`src/rtl/lc3_keyboard_fifo_if.sv`:
```
// CPU-side register strobes plus the keyboard character strobe for the LC-3 keyboard FIFO.
// master drives the strobes and data; slave returns KBDR, KBSR and KB_INT.
interface lc3_keyboard_fifo_if #(
    parameter int CHAR_W = 8
);
    logic              LD_KBSR;
    logic              RD_KBDR;
    logic [15:0]       DATA;
    logic [CHAR_W-1:0] I_char;
    logic              LD_char;
    logic [15:0]       KBDR;
    logic [15:0]       KBSR;
    logic              KB_INT;

    modport master (
        output LD_KBSR, RD_KBDR, DATA, I_char, LD_char,
        input  KBDR, KBSR, KB_INT
    );

    modport slave (
        input  LD_KBSR, RD_KBDR, DATA, I_char, LD_char,
        output KBDR, KBSR, KB_INT
    );
endinterface

```
`src/rtl/lc3_keyboard_fifo.sv`:
```
// LC-3 keyboard data/status registers backed by a DEPTH-entry character FIFO.
// Outputs are combinational from state; no backpressure: a push into a full FIFO is dropped and flags overrun.
module lc3_keyboard_fifo #(
    parameter int DEPTH  = 4,
    parameter int CHAR_W = 8
) (
    input  logic              clk,
    input  logic              reset,
    lc3_keyboard_fifo_if.slave bus
);
    localparam int AW = (DEPTH > 1) ? $clog2(DEPTH) : 1;
    localparam int CW = AW + 1;
    localparam logic [CW-1:0] FULL_CNT = CW'(DEPTH);

    logic [CHAR_W-1:0] mem [DEPTH];
    logic [AW-1:0]     rd_ptr;
    logic [AW-1:0]     wr_ptr;
    logic [CW-1:0]     count;
    logic              ie;
    logic              ovr;

    logic empty;
    logic full;
    logic do_pop;
    logic do_push;
    logic ovr_set;
    logic unused_data;

    assign empty   = (count == '0);
    assign full    = (count == FULL_CNT);
    assign do_pop  = bus.RD_KBDR && !empty;
    // A pop in the same edge frees the slot the push lands in, so full+pop is not an overrun.
    assign do_push = bus.LD_char && (!full || do_pop);
    assign ovr_set = bus.LD_char && full && !do_pop;

    assign unused_data = ^{bus.DATA[15], bus.DATA[12:0]};

    // Entry contents survive reset; only the pointers and count define what is valid.
    always_ff @(posedge clk) begin
        if (do_push) begin
            mem[wr_ptr] <= bus.I_char;
        end
    end

    always_ff @(posedge clk or posedge reset) begin
        if (reset) begin
            rd_ptr <= '0;
            wr_ptr <= '0;
            count  <= '0;
        end else begin
            if (do_push) begin
                wr_ptr <= wr_ptr + AW'(1);
            end
            if (do_pop) begin
                rd_ptr <= rd_ptr + AW'(1);
            end
            if (do_push && !do_pop) begin
                count <= count + CW'(1);
            end else if (do_pop && !do_push) begin
                count <= count - CW'(1);
            end
        end
    end

    always_ff @(posedge clk or posedge reset) begin
        if (reset) begin
            ie  <= 1'b0;
            ovr <= 1'b0;
        end else begin
            if (bus.LD_KBSR) begin
                ie <= bus.DATA[14];
            end
            // Setting overrun takes priority over a same-edge write-1-to-clear.
            if (ovr_set) begin
                ovr <= 1'b1;
            end else if (bus.LD_KBSR && bus.DATA[13]) begin
                ovr <= 1'b0;
            end
        end
    end

    always_comb begin
        bus.KBDR = '0;
        if (!empty) begin
            bus.KBDR[CHAR_W-1:0] = mem[rd_ptr];
        end
    end

    always_comb begin
        bus.KBSR           = '0;
        bus.KBSR[CW-1:0]   = count;
        bus.KBSR[13]       = ovr;
        bus.KBSR[14]       = ie;
        bus.KBSR[15]       = !empty;
    end

    assign bus.KB_INT = !empty && ie;

endmodule

```
`src/flat_wrapper.sv`:
```
// flat-port wrapper written by rule: the top's interface ports become plain ports
module lc3_keyboard_fifo_flat 
#(
    parameter int DEPTH  = 4,
    parameter int CHAR_W = 8
)
  (clk, reset, bus_LD_KBSR, bus_RD_KBDR, bus_DATA, bus_I_char, bus_LD_char, bus_KBDR, bus_KBSR, bus_KB_INT);
  lc3_keyboard_fifo_if #(.CHAR_W(CHAR_W)) bus_i ();
  input  logic clk;
  input  logic reset;
  input wire logic [$bits(bus_i.LD_KBSR)-1:0] bus_LD_KBSR;
  input wire logic [$bits(bus_i.RD_KBDR)-1:0] bus_RD_KBDR;
  input wire logic [$bits(bus_i.DATA)-1:0] bus_DATA;
  input wire logic [$bits(bus_i.I_char)-1:0] bus_I_char;
  input wire logic [$bits(bus_i.LD_char)-1:0] bus_LD_char;
  output wire logic [$bits(bus_i.KBDR)-1:0] bus_KBDR;
  output wire logic [$bits(bus_i.KBSR)-1:0] bus_KBSR;
  output wire logic [$bits(bus_i.KB_INT)-1:0] bus_KB_INT;
  assign bus_i.LD_KBSR = bus_LD_KBSR;
  assign bus_i.RD_KBDR = bus_RD_KBDR;
  assign bus_i.DATA = bus_DATA;
  assign bus_i.I_char = bus_I_char;
  assign bus_i.LD_char = bus_LD_char;
  assign bus_KBDR = bus_i.KBDR;
  assign bus_KBSR = bus_i.KBSR;
  assign bus_KB_INT = bus_i.KB_INT;
  lc3_keyboard_fifo #(.DEPTH(DEPTH), .CHAR_W(CHAR_W)) u_core (.clk(clk), .reset(reset), .bus(bus_i));
endmodule
```
`config.mk`:
```
export PLATFORM = sky130hd
export DESIGN_NAME = lc3_keyboard_fifo_flat
export DESIGN_NICKNAME = d
export VERILOG_FILES = /design/src/rtl/lc3_keyboard_fifo_if.sv /design/src/rtl/lc3_keyboard_fifo.sv /design/src/flat_wrapper.sv
export SDC_FILE = /design/constraint.sdc
export NUM_CORES = 1
export LEC_CHECK = 0
export CORE_ASPECT_RATIO = 1.25
export CORE_MARGIN = 3
export CORE_UTILIZATION = 49
export CTS_CLUSTER_SIZE = 8
export DETAILED_ROUTE_END_ITERATION = 6
export GPL_TIMING_DRIVEN = 0
export PLACE_DENSITY = 0.85
export SYNTH_ARGS = -nofsm -noshare
export SYNTH_HDL_FRONTEND = slang
export SYNTH_SLANG_ARGS = --single-unit
```
`constraint.sdc`:
```
create_clock -name clk -period 3.3 [get_ports clk]
set_input_delay 0.33 -clock clk [delete_from_list [all_inputs] [get_ports clk]]
set_output_delay 0.33 -clock clk [all_outputs]
set_load 0.01 [all_outputs]
```
### Yosys cells after proc, flatten, opt, wreduce, memory -nomap -nowiden

Memory sizes are Yosys's and may differ from the RTL's.
Index checks and enable logic that the tools add are counted.

* add/sub/neg operators: 4
* equality and inequality tests: 1
* muxes and demuxes: 7
* reduce and logical (&&, ||, !) cells: 16

Operators by type and width (count)
* $logic_and 1x1->1: 8
* $mux 8: 1
* $mux 3: 2
* $add 2x1->2 const B: 2
* $logic_not 1->1: 4
* $mux 1: 4
* $reduce_bool 2->1: 2
* $add 3x1->3 const B: 1
* $eq 3x3->1 const B: 1
* $logic_not 3->1: 1
* $sub 3x1->3 const B: 1
* $logic_or 1x1->1: 1

* register bits: 9
* bits in writable memories: 32
* bits of input ports: 29
* output and inout port bits: 33
* logic and storage cells: 34
* memories: 1

Memory list
* u_core.mem: depth 4, width 8, rd ports 1, clocked after Yosys merged registers in 0, wr ports 1, RTL line lc3_keyboard_fifo.sv:15 `logic [CHAR_W-1:0] mem [DEPTH];`

### Longest topological paths before layout

Gate-level depths: netlist of run 1.

* word-level depth: 9
* mapped depth: 9
* mapped depth without buffers: 8

### Least setup slack after synthesis of run 1

OpenSTA, ideal clock, no wires.

* path kind: register to register
* start: register u_core.count[0]
* end: register u_core.count[2]
* setup time: 0.079 ns
* arrival: 1.948 ns
* required time: 3.221 ns
* path slack: 1.273 ns
* cell stages (with the launch flop): 9
* buffers on the path: 0
* period minus slack after synthesis: 2.027 ns
* path through: dfrtp_1 or3_1 nand2_1 ha_1 inv_1 fa_1 xor2_1 nor2_1 xor2_1

* longest elaborated chain between the ends: 8
* elaborated cells on any way between the ends: 16
* those cells by class: add/sub (2); eq/ne (1); mux (2); reduce/logical (11)

Ends and longest elaborated chain
* from (decl): RTL line lc3_keyboard_fifo.sv:18 `logic [CW-1:0] count;`
* from (signal assigned): RTL line lc3_keyboard_fifo.sv:58 `count <= count + CW'(1);`
* from (signal assigned): RTL line lc3_keyboard_fifo.sv:60 `count <= count - CW'(1);`
* branches (longest 8 deep; another with $sub 3x1->3)

Several ways; the timed one is not identified. The select of a mux whose other input is x is not followed.
A chain may end at the register's enable or synchronous reset.

### Worst setup path after layout of run 1

* start: register u_core.rd_ptr[1]
* end: output bus_KBDR[5]

* longest elaborated chain between the ends: 2

Ends and longest elaborated chain
* from (decl): RTL line lc3_keyboard_fifo.sv:16 `logic [AW-1:0] rd_ptr;`
* from (signal assigned): RTL line lc3_keyboard_fifo.sv:55 `rd_ptr <= rd_ptr + AW'(1);`
* $mem_v2 4x8
* $mux 8: RTL line lc3_keyboard_fifo.sv:84 `if (!empty) begin`
* to (decl): RTL line flat_wrapper.sv:16 `output wire logic [$bits(bus_i.KBDR)-1:0] bus_KBDR;`

No other way between the ends.

==> metrics, run 1 <==
Synth area leaders=edfxtp_1 (51%), dfrtp_1 (12%), mux4_2 (9.6%); post_cts resized=0; DRC violations left=0; floorplan core area=3570 um^2; Setup crit start kind=register; gr ovfl total=0; final setup fails=0; HP Class=input pin to async pin; detailed placer's ending HPWL=2280 um; die width=61.4 um; row count=24; # port buffers=29; post-synth top area cell=edfxtp_1; die footprint=4610 um^2; Slew Viols, Final=0; Mapped Cells=114; worst path cell trace=clkbuf_1 -> mux4_2 -> and2_1 -> clkdlybuf4s50_1; number of DRC markers in iteration 0=11; Setup Buffers After CTS=0; Final Hold Fails=0; synth unique cells=22; fin area=2390 um^2; Multi-input gate area=563 um^2; Max FO, Critical Path=9; most frequent cells in the layout=edfxtp_1 (32), clkdlybuf4s50_1 (29), buf_4 (21); fillers=253; die height=75.2 um; max_cap viols=0; Nets=202; Layout Skew=0.00386 ns; Synth Register Bits=41; synthesis warning total=0; placed instance count=199; H-tree Lvls=2; Clock transition at path regs=0.07 ns; worst-path cell with the longest stage delay=clkdlybuf4s50_1; CTS tree=built; post-synthesis sequential area ratio=0.632; Crit Path Class=register to output port; area share of the largest cell type after synthesis=0.512; PwrDens=822 nW/um^2; routed len/inst=14.6 um; setup TNS=0 ns; Total Routing Usage GR=0.149; share of cells above drive strength 1=0.244; syn avg cell area=16.5 um^2; Area Overhead vs Synth=27.3%; clock buffers created by TritonCTS=5; CP max stage delay=0.49 ns; CTS sink count=41; Worst setup EP type=output port; Pleak=0.953 nW; initial antenna violation count=0; register area=1190 um^2; most common cell after layout, fill and taps aside=edfxtp_1; Initial Utilization=0.525; RSZ-0062 raised after global routing=no; Ports=62; Max Root-Sink Buffers=2; Root Buffer=clkbuf_8; Critical Path RT=2.97 ns; Post-DRT Antenna Nets=0; final worst-path cycle share=0.737; Post-CTS Hold Buffers=0; drt pass-1 iters=2; vias=980; Ant. Diodes=0; Placer Congestion=0.719; DP Area=2280 um^2; Util after Layout=0.669; Post-Route WL=3030 um; largest net degree at the start of global routing=14; Synth Cell Area=1880 um^2; fin crit period=2.43 ns; worst vdd ir=0.582 mV; status=finished clean; vias per std cell=4.73; FMAX=0.411 GHz; first-pass GRT wire length=4700 um; Skew-Pair Late Insertion Delay=0.29 ns; Max-slew headroom=0.625; Worst-Margin Slew=0.562 ns; post-route insts no fill=207; WP data arrival=2.10 ns; vias in the first global route=1,007
-- cell type report --
cell class | count | share of cell area
plain buffers | 24 | 0.0738
clock buffers | 5 | 0.0288
clock inverters | 3 | 0.0173
inverters | 4 | 0.00628
multi-input cells | 62 | 0.236
flip-flops and latches | 41 | 0.496
well taps | 39 | 0.0204
repair buffers | 29 | 0.121
-- synthesized netlist by cell type --
master / count
edfxtp_1: 32
buf_4: 21
and2_1: 13
dfrtp_1: 9
mux4_2: 8
ha_1: 5
inv_1: 4
xnor2_1: 4
clkbuf_1: 2
mux2_2: 2
nand2_1: 2
xor2_1: 2
a22o_1: 1
buf_6: 1
conb_1: 1
fa_1: 1
mux2_4: 1
nand3_1: 1
nor2_1: 1
nor2b_1: 1
nor4b_4: 1
or3_1: 1
-- kinds of logic (layout without fill, tap and decap cells) --
| kind of cell | count (synthesis) | count (layout) | share of synthesized area |
|---|---|---|---|
| AO/OA/AOI/OAI | 1 | 1 | 0.00467 |
| multiplexers | 11 | 11 | 0.116 |
| adder cells (fa/ha/maj) | 6 | 6 | 0.0440 |
| AND/OR/NAND/NOR | 20 | 20 | 0.0713 |
| buffers and inverters | 28 | 65 | 0.102 |
| other | 1 | 18 | 0.00200 |
| flip-flops | 41 | 41 | 0.632 |
| XOR/XNOR | 6 | 6 | 0.0280 |
-- path summary, 6_finish.rpt --
path,start,endpoint,slack [ns],cells past startpoint
min,reset,u_core.wr_ptr[1]$_DFFE_PP0P_,0.31,2
max,u_core.rd_ptr[1]$_DFFE_PP0N_,bus_KBDR[5],0.87,4
min in group clk,u_core.ovr$_DFFE_PP0P_,u_core.ovr$_DFFE_PP0P_,0.52,1
max in group asynchronous,reset,u_core.ie$_DFFE_PP0P_,2.73,2
min reg2reg,u_core.ovr$_DFFE_PP0P_,u_core.ovr$_DFFE_PP0P_,0.52,1
max reg2reg,u_core.count[0]$_DFFE_PP0P_,u_core.count[2]$_DFFE_PP0P_,1.09,8
-- registers in the layout (all words and copies together), names as in the netlist --
| signal | flops |
|---|---|
| u_core.ie | 1 |
| u_core.mem | 32 |
| u_core.rd_ptr | 2 |
| u_core.wr_ptr | 2 |
| u_core.count | 3 |
| u_core.ovr | 1 |
-- per-layer routing --
| metal | part of all wire | up-vias | global-route usage |
|---|---|---|---|
| li1 | - | 472 | - |
| met1 | 0.35 | 471 | 0.150 |
| met2 | 0.58 | 32 | 0.269 |
| met3 | 0.060 | 5 | 0.0566 |
| met4 | 0.013 | 0 | 0.0590 |
| met5 | 0 | - | 0 |
-- per-stage QoR --
step	hold slack [ns]	power [mW]	worst slack, ns
after CTS	0.314	1.99	0.824
after floorplan	0.158	1.26	1.27
after detailed placement	0.506	1.61	0.816
after global placement	0.487	1.56	0.898
final	0.311	1.96	0.869
after global routing	0.324	2.08	0.729
-- report_power, final --
part	internal (mW)	switching (mW)	total, mW
clock network	0.222	0.164	0.386
logic	0.470	0.345	0.815
registers	0.696	0.0667	0.763
-- critical path: cells and delay by family, from the launching register on --
kind / cells / cell delay [ns]
buf+inv: 2 / 0.93
mux: 1 / 0.38
flops: 1 / 0.33
simple gates: 1 / 0.17
Power figures use the tool's default switching activity.
==> run 2, diff against run 1 <==
- CORE_UTILIZATION: 49 -> 45
- PLACE_DENSITY: 0.85 -> 0.79
- clock period: 3.3 -> 2.31 ns (I/O delays scaled with it)
==> run 2 against run 1 <==
Net effect:
- clock power is 41% higher
- hold slack worse by 0.11 ns
- sequential share of layout area is 0.31 points lower
- sequential cell count stayed put
- total power is 43% higher
- combinational power is 40% higher
- non-clock buffer count is 1 lower
- via count is 2.2% lower
- first-iteration DRC count is 27% higher
- critical path type unchanged
- critical endpoint is now bus_KB_INT
==> metrics, run 2 (synthesis results as in run 1) <==
status=finished clean; PwrDens=1170 nW/um^2; floorplan core area=3910 um^2; CTS tree=built; share of cells above drive strength 1=0.251; cells on worst reg2reg path=8; fin area=2410 um^2; clock buffers created by TritonCTS=5; Area Overhead vs Synth=28.3%; DP Area=2300 um^2; Max FO, Critical Path=10; # port buffers=29; setup slack after layout=0.0913 ns; drt pass-1 iters=5; Placer Congestion=0.758; Post-Route WL=2990 um; number of DRC markers in iteration 0=14; Regs by FF count=u_core.mem: 32 flops, u_core.count: 3 flops; Slew Viols, Final=0; initial antenna violation count=0; Crit Path Class=register to output port; Clock transition at path regs=0.07 ns; Nets=201; Final Hold Fails=0; Post-CTS Hold Buffers=0; Post-DRT Antenna Nets=0; routed len/inst=13.5 um; vias per std cell=4.33; WP data arrival=1.99 ns; Max Root-Sink Buffers=2; Ant. Diodes=0; die width=63.8 um; Skew-Pair Late Insertion Delay=0.28 ns; die height=78.2 um; DRC violations left=0; Worst setup EP type=output port; first-pass GRT wire length=4840 um; RSZ-0062 raised after global routing=no; setup slack, reg-to-reg=0.22 ns; post-route insts no fill=221; HP Class=input pin to async pin; max reg flops=32; final setup fails=0; gr ovfl total=0; final worst-path cycle share=0.960; Pwr Total=2.81 mW; pre-CTS WS=-0.0404 ns; FMAX=0.451 GHz; Total Routing Usage GR=0.130; placed instance count=214; row count=25; Setup Buffers After CTS=0; Ports=62; max_cap viols=0; worst vdd ir=0.539 mV; vias=958; fin crit period=2.22 ns; Critical Path RT=2.08 ns; largest reg by FF count=u_core.mem; Root Buffer=clkbuf_8; Setup crit start kind=register; Pleak=0.954 nW; H-tree Lvls=2; CTS sink count=41; most frequent cells in the layout=edfxtp_1 (32), clkdlybuf4s50_1 (29), buf_4 (20); die footprint=4990 um^2; most common cell after layout, fill and taps aside=edfxtp_1; Layout Skew=0.00748 ns; detailed placer's ending HPWL=2250 um; Initial Utilization=0.480; largest net degree at the start of global routing=13; vias in the first global route=1,027
## run 2: changes by cell type in the layout (fill, tap and decap cells not counted)
cell,delta
clkinvlp_4,-1
buf_4,-1
buf_2,+1
dfrtp_2,+1
dfrtp_1,-1
buf_6,+1
clkbuf_1,-1
## run 2: worst max-delay path: stages, from the launching register on
cell	delay (ns)
dfrtp_2	0.46
or3_1	0.40
buf_2	0.20
and2_1	0.17
clkdlybuf4s50_1	0.47
## run 2: worst paths after layout
path,from,end
min in group clk,u_core.ovr$_DFFE_PP0P_,u_core.ovr$_DFFE_PP0P_
worst max-delay path,u_core.count[0]$_DFFE_PP0P_,bus_KB_INT
worst min-delay path,reset,u_core.ie$_DFFE_PP0P_
worst max register to register,u_core.count[0]$_DFFE_PP0P_,u_core.count[2]$_DFFE_PP0P_
max in group asynchronous,reset,u_core.count[0]$_DFFE_PP0P_
worst min register to register,u_core.ovr$_DFFE_PP0P_,u_core.ovr$_DFFE_PP0P_
## run 2: layout make-up
cell class              instances  area, um^2
well taps                      54        67.6
multi-input cells              62         563
repair buffers                 29         290
inverters                       4        15.0
fillers                       310        1500
plain buffers                  23         178
clock inverters                 2        33.8
flip-flops and latches         41        1190
clock buffers                   6        72.6
## run 2: per-layer routing
metal / vias to the layer above / GRT usage / routed length [um]
li1: 469 / - / -
met1: 455 / 0.132 / 1110
met2: 30 / 0.235 / 1670
met3: 4 / 0.0401 / 160
met4: 0 / 0.0691 / 48
met5: - / 0 / 0
## run 2: per-stage QoR
step | TNS, ns | utilization | hold WS, ns
floorplan | 0 | - | 0.0589
finish | 0 | 0.616 | 0.205
global route | 0 | 0.616 | 0.229
CTS | 0 | 0.614 | 0.207
global placement | 0 | 0.588 | 0.486
detailed placement | -0.0404 | 0.588 | 0.492
## run 2: power breakdown
| part | total, mW | internal, mW | switching (mW) |
|---|---|---|---|
| Clock | 0.543 | 0.319 | 0.224 |
| Sequential | 1.13 | 0.996 | 0.131 |
| Combinational | 1.14 | 0.679 | 0.458 |
| Total | 2.81 | 1.99 | 0.813 |
## run 2: what timing repair did
item                                    4_1_cts  5_1_grt
endpoints found under the setup margin        9        9
gates resized for setup                       1        3
gates cloned                                  0        0
pin swaps                                     0        0
